## config.mk

```make
export PLATFORM = sky130hd
export DESIGN_NAME = secuenciador_pila_alu
export DESIGN_NICKNAME = d
export VERILOG_FILES = /design/src/rtl/secuenciador_pkg.sv /design/src/rtl/secuenciador_pila_alu.sv
export SDC_FILE = /design/constraint.sdc
export NUM_CORES = 1
export LEC_CHECK = 0
export ABC_AREA = 1
export BUFFER_PORTS_ARGS = -buffer_cell sky130_fd_sc_hd__buf_4
export CELL_PAD_IN_SITES_DETAIL_PLACEMENT = 1
export CELL_PAD_IN_SITES_GLOBAL_PLACEMENT = 1
export CORE_MARGIN = 2
export CORE_UTILIZATION = 36
export CTS_BUF_LIST = sky130_fd_sc_hd__clkbuf_4
export DETAILED_ROUTE_END_ITERATION = 7
export PLACE_DENSITY_LB_ADDON = 0.1
export SLEW_MARGIN = 20
export SYNTH_ARGS = -nofsm -noshare
export SYNTH_HDL_FRONTEND = slang
export SYNTH_SLANG_ARGS = --single-unit
```

## constraint.sdc

```tcl
create_clock -name clk -period 3.26 [get_ports clk]
set_input_delay 0.489 -clock clk [delete_from_list [all_inputs] [get_ports clk]]
set_output_delay 0.489 -clock clk [all_outputs]
set_load 0.005 [all_outputs]
```

## src/rtl/secuenciador_pkg.sv

```systemverilog
// Shared types and constants for the RPN stack/ALU sequencer.
//   estado_t        : sequencer FSM states
//   OP_*            : keypad opcodes understood by the ALU (A..E)
//   ERR_*           : error codes reported to the display stage
//   es_opcode_valido: true for opcodes in the A..E range
package secuenciador_pkg;

   typedef enum logic [2:0] {
      IDLE         = 3'd0,
      ESCRIBIR_NUM = 3'd1,
      LEER_OPS     = 3'd2,
      ESPERAR_ALU  = 3'd3,
      ESCRIBIR_RES = 3'd4
   } estado_t;

   localparam logic [3:0] OP_SUMA  = 4'hA;
   localparam logic [3:0] OP_RESTA = 4'hB;
   localparam logic [3:0] OP_MULT  = 4'hC;
   localparam logic [3:0] OP_DIV   = 4'hD;
   localparam logic [3:0] OP_MOD   = 4'hE;

   localparam logic [2:0] ERR_NINGUNO        = 3'b000;
   localparam logic [2:0] ERR_FALTA_OPERANDO = 3'b001;
   localparam logic [2:0] ERR_PILA_LLENA     = 3'b010;
   localparam logic [2:0] ERR_OPCODE         = 3'b011;
   localparam logic [2:0] ERR_DIVCERO        = 3'b100;

   function automatic logic es_opcode_valido(input logic [3:0] op);
      return (op >= OP_SUMA) && (op <= OP_MOD);
   endfunction

endpackage

```

## src/rtl/secuenciador_pila_alu.sv

```systemverilog
// RPN operand-stack sequencer for the keypad calculator. Accepts numbers and
// operations over valid/ready, owns the single RF write port, drives the RF
// read addresses and ALU operands, and tracks stack depth and error codes.
// Operand i lives at RF address i+1; address 0 is never written.
//
// Ports:
//   clk, reset_pi                  clock, async active-high reset
//   num_valid_pi/num_dato_pi/num_ready_o   keypad number handshake
//   op_valid_pi/op_codigo_pi/op_ready_o    operation handshake (op wins ties)
//   rf_we_o/rf_waddr_o/rf_wdata_o  RF write port
//   rf_raddr1_o/rf_raddr2_o, rf_rdata1_pi/rf_rdata2_pi   RF async read ports
//   alu_op_o/alu_a_o/alu_b_o, alu_res_pi   ALU interface
//   resultado_valid_o/resultado_o  result pulse and last written result
//   cuenta_o                       stack depth
//   codigo_error_o                 last error code (000 = none)
//
// Build option: SECUENCIADOR_DIVCERO_EN suppresses the result write of a
// D/E operation whose divisor is zero and reports error 100 instead.
module secuenciador_pila_alu
   import secuenciador_pkg::*;
#(
   parameter int unsigned ANCHO_DATO = 16,
   parameter int unsigned ANCHO_DIR  = 5,
   parameter int unsigned LAT_ALU    = 1
) (
   input  logic                  clk,
   input  logic                  reset_pi,
   input  logic                  num_valid_pi,
   input  logic [ANCHO_DATO-1:0] num_dato_pi,
   output logic                  num_ready_o,
   input  logic                  op_valid_pi,
   input  logic [3:0]            op_codigo_pi,
   output logic                  op_ready_o,
   output logic                  rf_we_o,
   output logic [ANCHO_DIR-1:0]  rf_waddr_o,
   output logic [ANCHO_DATO-1:0] rf_wdata_o,
   output logic [ANCHO_DIR-1:0]  rf_raddr1_o,
   output logic [ANCHO_DIR-1:0]  rf_raddr2_o,
   input  logic [ANCHO_DATO-1:0] rf_rdata1_pi,
   input  logic [ANCHO_DATO-1:0] rf_rdata2_pi,
   output logic [3:0]            alu_op_o,
   output logic [ANCHO_DATO-1:0] alu_a_o,
   output logic [ANCHO_DATO-1:0] alu_b_o,
   input  logic [ANCHO_DATO-1:0] alu_res_pi,
   output logic                  resultado_valid_o,
   output logic [ANCHO_DATO-1:0] resultado_o,
   output logic [ANCHO_DIR-1:0]  cuenta_o,
   output logic [2:0]            codigo_error_o
);

   localparam int unsigned ANCHO_CNT = (LAT_ALU > 1) ? $clog2(LAT_ALU) : 1;
   localparam logic [ANCHO_DIR-1:0] CUENTA_MAX = '1;

   estado_t                estado;
   logic [ANCHO_DIR-1:0]   cuenta;
   logic [ANCHO_CNT-1:0]   cnt_espera;
   logic [ANCHO_DATO-1:0]  wdata_q;
   logic [ANCHO_DATO-1:0]  resultado_q;
   logic                   div_cero;

   // Ready depends on the live op request so an operation wins a tie.
   assign op_ready_o  = (estado == IDLE) && !reset_pi;
   assign num_ready_o = op_ready_o && !op_valid_pi;
   assign cuenta_o    = cuenta;

   // The ALU result is only guaranteed in ESCRIBIR_RES, so it is forwarded
   // straight to the write port and result output during that cycle.
   assign rf_wdata_o  = (estado == ESCRIBIR_RES) ? alu_res_pi : wdata_q;
   assign resultado_o = resultado_valid_o ? alu_res_pi : resultado_q;

`ifdef SECUENCIADOR_DIVCERO_EN
   assign div_cero = ((alu_op_o == OP_DIV) || (alu_op_o == OP_MOD)) &&
                     (alu_b_o == '0);
`else
   assign div_cero = 1'b0;
`endif

   // Sequencer FSM with registered outputs.
   always_ff @(posedge clk or posedge reset_pi) begin
      if (reset_pi) begin
         estado            <= IDLE;
         cuenta            <= '0;
         cnt_espera        <= '0;
         wdata_q           <= '0;
         resultado_q       <= '0;
         rf_we_o           <= 1'b0;
         rf_waddr_o        <= '0;
         rf_raddr1_o       <= '0;
         rf_raddr2_o       <= '0;
         alu_op_o          <= '0;
         alu_a_o           <= '0;
         alu_b_o           <= '0;
         resultado_valid_o <= 1'b0;
         codigo_error_o    <= ERR_NINGUNO;
      end else begin
         case (estado)
            IDLE: begin
               if (op_valid_pi) begin
                  if (cuenta < ANCHO_DIR'(2)) begin
                     codigo_error_o <= ERR_FALTA_OPERANDO;
                  end else if (!es_opcode_valido(op_codigo_pi)) begin
                     codigo_error_o <= ERR_OPCODE;
                  end else begin
                     codigo_error_o <= ERR_NINGUNO;
                     rf_raddr1_o    <= cuenta - ANCHO_DIR'(1);
                     rf_raddr2_o    <= cuenta;
                     alu_op_o       <= op_codigo_pi;
                     estado         <= LEER_OPS;
                  end
               end else if (num_valid_pi) begin
                  if (cuenta == CUENTA_MAX) begin
                     codigo_error_o <= ERR_PILA_LLENA;
                  end else begin
                     codigo_error_o <= ERR_NINGUNO;
                     rf_we_o        <= 1'b1;
                     rf_waddr_o     <= cuenta + ANCHO_DIR'(1);
                     wdata_q        <= num_dato_pi;
                     estado         <= ESCRIBIR_NUM;
                  end
               end
            end

            ESCRIBIR_NUM: begin
               rf_we_o    <= 1'b0;
               rf_waddr_o <= '0;
               wdata_q    <= '0;
               cuenta     <= cuenta + ANCHO_DIR'(1);
               estado     <= IDLE;
            end

            LEER_OPS: begin
               alu_a_o     <= rf_rdata1_pi;
               alu_b_o     <= rf_rdata2_pi;
               rf_raddr1_o <= '0;
               rf_raddr2_o <= '0;
               cnt_espera  <= ANCHO_CNT'(LAT_ALU - 1);
               estado      <= ESPERAR_ALU;
            end

            // Operands stay stable for LAT_ALU cycles.
            ESPERAR_ALU: begin
               if (cnt_espera == '0) begin
                  rf_we_o           <= !div_cero;
                  resultado_valid_o <= !div_cero;
                  rf_waddr_o        <= cuenta - ANCHO_DIR'(1);
                  estado            <= ESCRIBIR_RES;
               end else begin
                  cnt_espera <= cnt_espera - ANCHO_CNT'(1);
               end
            end

            // Two operands collapse into one; a suppressed write keeps depth.
            ESCRIBIR_RES: begin
               if (resultado_valid_o) begin
                  cuenta      <= cuenta - ANCHO_DIR'(1);
                  resultado_q <= alu_res_pi;
               end else begin
                  codigo_error_o <= ERR_DIVCERO;
               end
               rf_we_o           <= 1'b0;
               resultado_valid_o <= 1'b0;
               rf_waddr_o        <= '0;
               alu_op_o          <= '0;
               alu_a_o           <= '0;
               alu_b_o           <= '0;
               estado            <= IDLE;
            end

            default: estado <= IDLE;
         endcase
      end
   end

endmodule

```

=== Yosys cells after proc, flatten, opt, wreduce, memory -nomap -nowiden ===
Index checks and enable logic that the tools add are counted.

* Register bits after elaboration: 97
* Bits of input ports: 72
* Output and inout port bits: 95
* Logic and storage cells: 110

* $add $sub $neg: 3
* Magnitude comparators: 3
* Eq/ne operators: 18
* Muxes and demuxes: 49
* Reduce and logical (&&, ||, !) cells: 23

{| class="wikitable"
|+ Operators by type and width
! cell !! count
|-
| $pmux W16 S2 || 3
|-
| $mux W16 || 5
|-
| $mux W5 || 11
|-
| $pmux W5 S2 || 3
|-
| $mux W3 || 9
|-
| $ne A2 B2 Y1 const B || 8
|-
| $pmux W5 S3 || 1
|-
| $reduce_bool A2 Y1 || 7
|-
| $mux W4 || 3
|-
| $reduce_and A4 Y1 || 3
|-
| $reduce_and A5 Y1 || 2
|-
| $ne A3 B3 Y1 const B || 3
|-
| $pmux W3 S3 || 1
|-
| $pmux W4 S2 || 1
|-
| $eq A3 B2 Y1 const B || 2
|-
| $mux W2 || 3
|-
| $pmux W3 S2 || 1
|-
| $add A5 B1 Y5 const B || 1
|-
| $eq A5 B5 Y1 const B || 1
|-
| $lt A5 B2 Y1 const B || 1
|-
| $mux W1 || 5
|-
| $sub A5 B1 Y5 const B || 1
|-
| $ge A4 B4 Y1 const B || 1
|-
| $le A4 B4 Y1 const B || 1
|-
| other kinds (14) || 19
|}

=== Longest topological paths before layout ===
* Word-level depth: 6
* Depth in mapped cells: 10
* Gate-level depth less buffers: 9

=== Worst setup path before layout ===
No wires, ideal clock.

* Path type: flip-flop to output port
* Start: register estado[0]
* End: output port rf_wdata_o[10]
* Data arrival time: 1220 ps
* Data required time: 2771 ps
* Slack: 1551 ps
* Cell stages (with the launch flop): 7
* Buffers on the path: 2
* Path through: dfrtp_1 nor2_1 nand2_1 buf_2 buf_2 nand2_1 nand2_1

* Longest elaborated chain between the ends: 2

{| class="wikitable"
|+ Ends and longest elaborated chain
! what !! RTL line !! RTL
|-
| start: declaration || secuenciador_pila_alu.sv:54 || <nowiki>estado_t estado;</nowiki>
|-
| start signal: assignment || secuenciador_pila_alu.sv:81 || <nowiki>estado <= IDLE;</nowiki>
|-
| start signal: assignment || secuenciador_pila_alu.sv:108 || <nowiki>estado <= LEER_OPS;</nowiki>
|-
| start signal: assignment || secuenciador_pila_alu.sv:118 || <nowiki>estado <= ESCRIBIR_NUM;</nowiki>
|-
| $eq A3 B3 Y1 || secuenciador_pila_alu.sv:68 || <nowiki>assign rf_wdata_o = (estado == ESCRIBIR_RES) ? alu_res_pi : wdata_q;</nowiki>
|-
| $mux W16 || secuenciador_pila_alu.sv:68 ||
|-
| end: declaration || secuenciador_pila_alu.sv:36 || <nowiki>output logic [ANCHO_DATO-1:0] rf_wdata_o,</nowiki>
|}

Every way passes these cells.

=== Worst setup path after layout ===
* Start: register estado[0]
* End: output port rf_wdata_o[7]

The elaborated chain is that of the path after synthesis.

==> impl_metrics.env <==
export IMPL_cts_tree="yes"
export IMPL_maxCapViolations=0
export IMPL_worstMarginPinSlew_ns=1.03
export IMPL_whs_ns=0.126
export IMPL_total_leakage_power_nw=3.40
export IMPL_synthArstFlopShare_pct=100
export IMPL_totalPowerFinal_w=0.00555
export IMPL_regToRegStartpoint="estado[2]$_DFFE_PP0P_"
export IMPL_placementRows=41
export IMPL_pre_cts_slack_ns=1.15
export IMPL_fin_crit_sh_pct=79.9
export IMPL_cts_sinks=96
export IMPL_max_clock_path_buffers=2
export IMPL_clk_latency_ns=0.47
export IMPL_pin_count=167
export IMPL_synth_top_area_share_pct=52.2
export IMPL_synth_avg_cell_area_um2=7.68
export IMPL_synth_cells=599
export IMPL_grt_antenna_before_repair=1
export IMPL_regArea_um2=2400
export IMPL_dieWidth_um=117
export IMPL_powerDensity_nw_per_um2=910
export IMPL_fillers=1622
export IMPL_cts_htree_levels=3
export IMPL_cts_clk_slew_worst_paths_ns=0.15
export IMPL_critPathKind="flop to primary output"
export IMPL_route_detailed_drc=0
export IMPL_place_hpwl_um=10300
export IMPL_seq_area_frac_synth_pct=52.2
export IMPL_period_needed_ns=2.60
export IMPL_ys_ff_latch=96
export IMPL_synth_edff_count=0
export IMPL_crit_top_cell="nand2_1"
export IMPL_crit_path_end_kind="primary output"
export IMPL_fin_worst_skew_ns=0.0173
export IMPL_core_region_area_um2=12600
export IMPL_finalSetupViolCount=0
export IMPL_crit_path_max_fanout=38
export IMPL_grt_max_degree=97
export IMPL_drt_pass1_iterations=4
export IMPL_routedWlPerCell_um=15.2
export IMPL_nets=826
export IMPL_synthMuxAreaShare_pct=0
export IMPL_grt_usage_pct=21.3
export IMPL_synth_compound_area_share_pct=6.26
export IMPL_crit_path_cell_trace="nor2_1 > nand2_2 > inv_2 > nand2_1 > nand2_1 > buf_4"
export IMPL_areaGrowthSynthToFinish_pct=32.6
export IMPL_synth_simple_area_share_pct=33.6
export IMPL_syn_area_um2=4600
export IMPL_multiInputGateArea_um2=1900
export IMPL_worst_slack_ns=0.655
export IMPL_drive_above_1_share_pct=25.9
export IMPL_portBuffers=166
export IMPL_rsz0062_at_grt="false"
export IMPL_floorplan_initialDensity_pct=36.6
export IMPL_hold_path_class="input port to async pin"
export IMPL_ys_warn_count=0
export IMPL_hold_buffers=0
export IMPL_crit_start="estado[0]$_DFFE_PP0P_"
export IMPL_tns_ns=0
export IMPL_synth_nets=674
export IMPL_crit_arrival_ns=2.12
export IMPL_max_stage_delay_ns=0.47
export IMPL_synth_xor_area_share_pct=0.571
export IMPL_postCtsSetupRepairBufs=0
export IMPL_ir_drop_mv=0.339
export IMPL_viasPerCell=4.79
export IMPL_drt_total_wl_um=14100
export IMPL_synth_fa_ha_area_share_pct=0.816
export IMPL_drtAntennaViolNets=0
export IMPL_via_count=4454
export IMPL_die_y_um=117
export IMPL_overflow=0
export IMPL_drv_slew=0
export IMPL_max_slew_margin_pct=31.2
export IMPL_yosys_area_top_type="dfrtp_1"
export IMPL_clockRootBuffer="clkbuf_4"
export IMPL_synth_top_family_by_area="simple AND/OR/NAND/NOR gates"
export IMPL_cpMaxStageDelayCell="dfrtp_1"
export IMPL_dieArea_um2=13700
export IMPL_grt_pass1_wl_um=22600
export IMPL_gp_congestion=0.814
export IMPL_cts_buffers=9
export IMPL_fmax_mhz=384
export IMPL_outcome="finished, final reports clean"
export IMPL_cts_resized=0
export IMPL_synthTopCellsByArea="dfrtp_1 (52%), nand2_1 (22%), nand3_1 (6.3%)"
export IMPL_worstPathRequired_ns=2.77
export IMPL_finalHoldViolations=0
export IMPL_critPathLaunchType="flop"
export IMPL_drt_iter0_markers=157
export IMPL_grt_pass1_vias=4598
export IMPL_ys_flop_type="dfrtp_1"
export IMPL_synth_cell_types=26
-- final cells by class --
type,instances,area share (%)
multi-input combinational,431,31.2
clock inverter,6,0.821
tap,172,3.53
inverter,43,2.69
clock buffer,10,1.23
sequential,96,39.4
timing repair buffer,170,21.1
antenna,1,0.0410
-- flip-flops by register name, indices dropped and copies added (netlist names) --
register / cells
rf_raddr2_o: 5
alu_b_o: 16
resultado_valid_o: 1
alu_op_o: 4
codigo_error_o: 3
rf_raddr1_o: 5
rf_waddr_o: 5
wdata_q: 16
cuenta_o: 5
resultado_q: 16
alu_a_o: 16
rf_we_o: 1
estado: 3
-- where the power goes --
group / switching, W / internal (W)
clock: 0.000403 / 0.000232
combinational: 0.00155 / 0.00126
sequential: 0.000392 / 0.00172
-- layer usage --
| layer | vias up | share of wire (%) | track usage [%] |
|---|---|---|---|
| li1 | 2207 | - | - |
| met1 | 2117 | 45 | 28.3 |
| met2 | 113 | 47 | 33.8 |
| met3 | 17 | 6.6 | 5.87 |
| met4 | 0 | 1.8 | 7.61 |
| met5 | - | 0 | 0 |
-- stage by stage --
stage / util [%] / cells / instance area, µm²
6_report: 48.5 / 929 / 6100
5_1_grt: 48.5 / 929 / 6100
4_1_cts: 48.5 / 928 / 6090
3_5_place_dp: 47.5 / 912 / 5970
3_3_place_gp: 47.5 / 912 / 5970
2_1_floorplan: - / 599 / 4600
-- final timing paths --
| check | to | slack (ns) | cells after the start |
|---|---|---|---|
| min reg2reg | rf_raddr1_o[3]$_DFFE_PP0P_ | 0.49 | 2 |
| min | rf_waddr_o[4]$_DFFE_PP0P_ | 0.13 | 3 |
| max in group asynchronous | codigo_error_o[0]$_DFFE_PP0P_ | 2.72 | 3 |
| max | rf_wdata_o[7] | 0.66 | 6 |
| min in group clk | alu_a_o[10]$_DFFE_PP0P_ | 0.21 | 3 |
| max reg2reg | estado[0]$_DFFE_PP0P_ | 1.15 | 6 |
-- cells in the final DEF, fill, tap and decap left out, types with 4 or more instances in the layout --
cell type and count:
nor2_1 20, dfrtp_1 96, nand2_2 4, clkinv_1 4, a21oi_1 8, o21ai_1 4, buf_4 169, nand4_1 19
o21ai_0 36, clkbuf_4 10, nand3_1 58, nand2_1 266, inv_1 40
-- critical path: cells and delay by family (launching register included) --
| kind | cells | cell delay [ns] |
|---|---|---|
| buf+inv | 2 | 0.56 |
| simple gates | 4 | 0.61 |
| flops | 1 | 0.47 |
-- synthesized netlist by cell type (2+ instances only) --
cell,count
nand2_1,267
dfrtp_1,96
nand3_1,58
inv_1,41
o21ai_0,36
nor2_1,20
nand4_1,19
buf_2,14
clkbuf_1,13
a21oi_1,8
o21ai_1,4
ha_1,3
nand2_2,3
inv_2,2
nor2_2,2
o21ai_2,2
xor2_1,2
-- logic make-up after synthesis --
| family | after synthesis |
|---|---|
| flip-flops | 96 |
| buffers and inverters | 72 |
| AO/OA/AOI/OAI | 53 |
| XOR/XNOR | 3 |
| AND/OR/NAND/NOR | 372 |
| adder cells (fa/ha/maj) | 3 |
(Power assumes the default switching activity.)
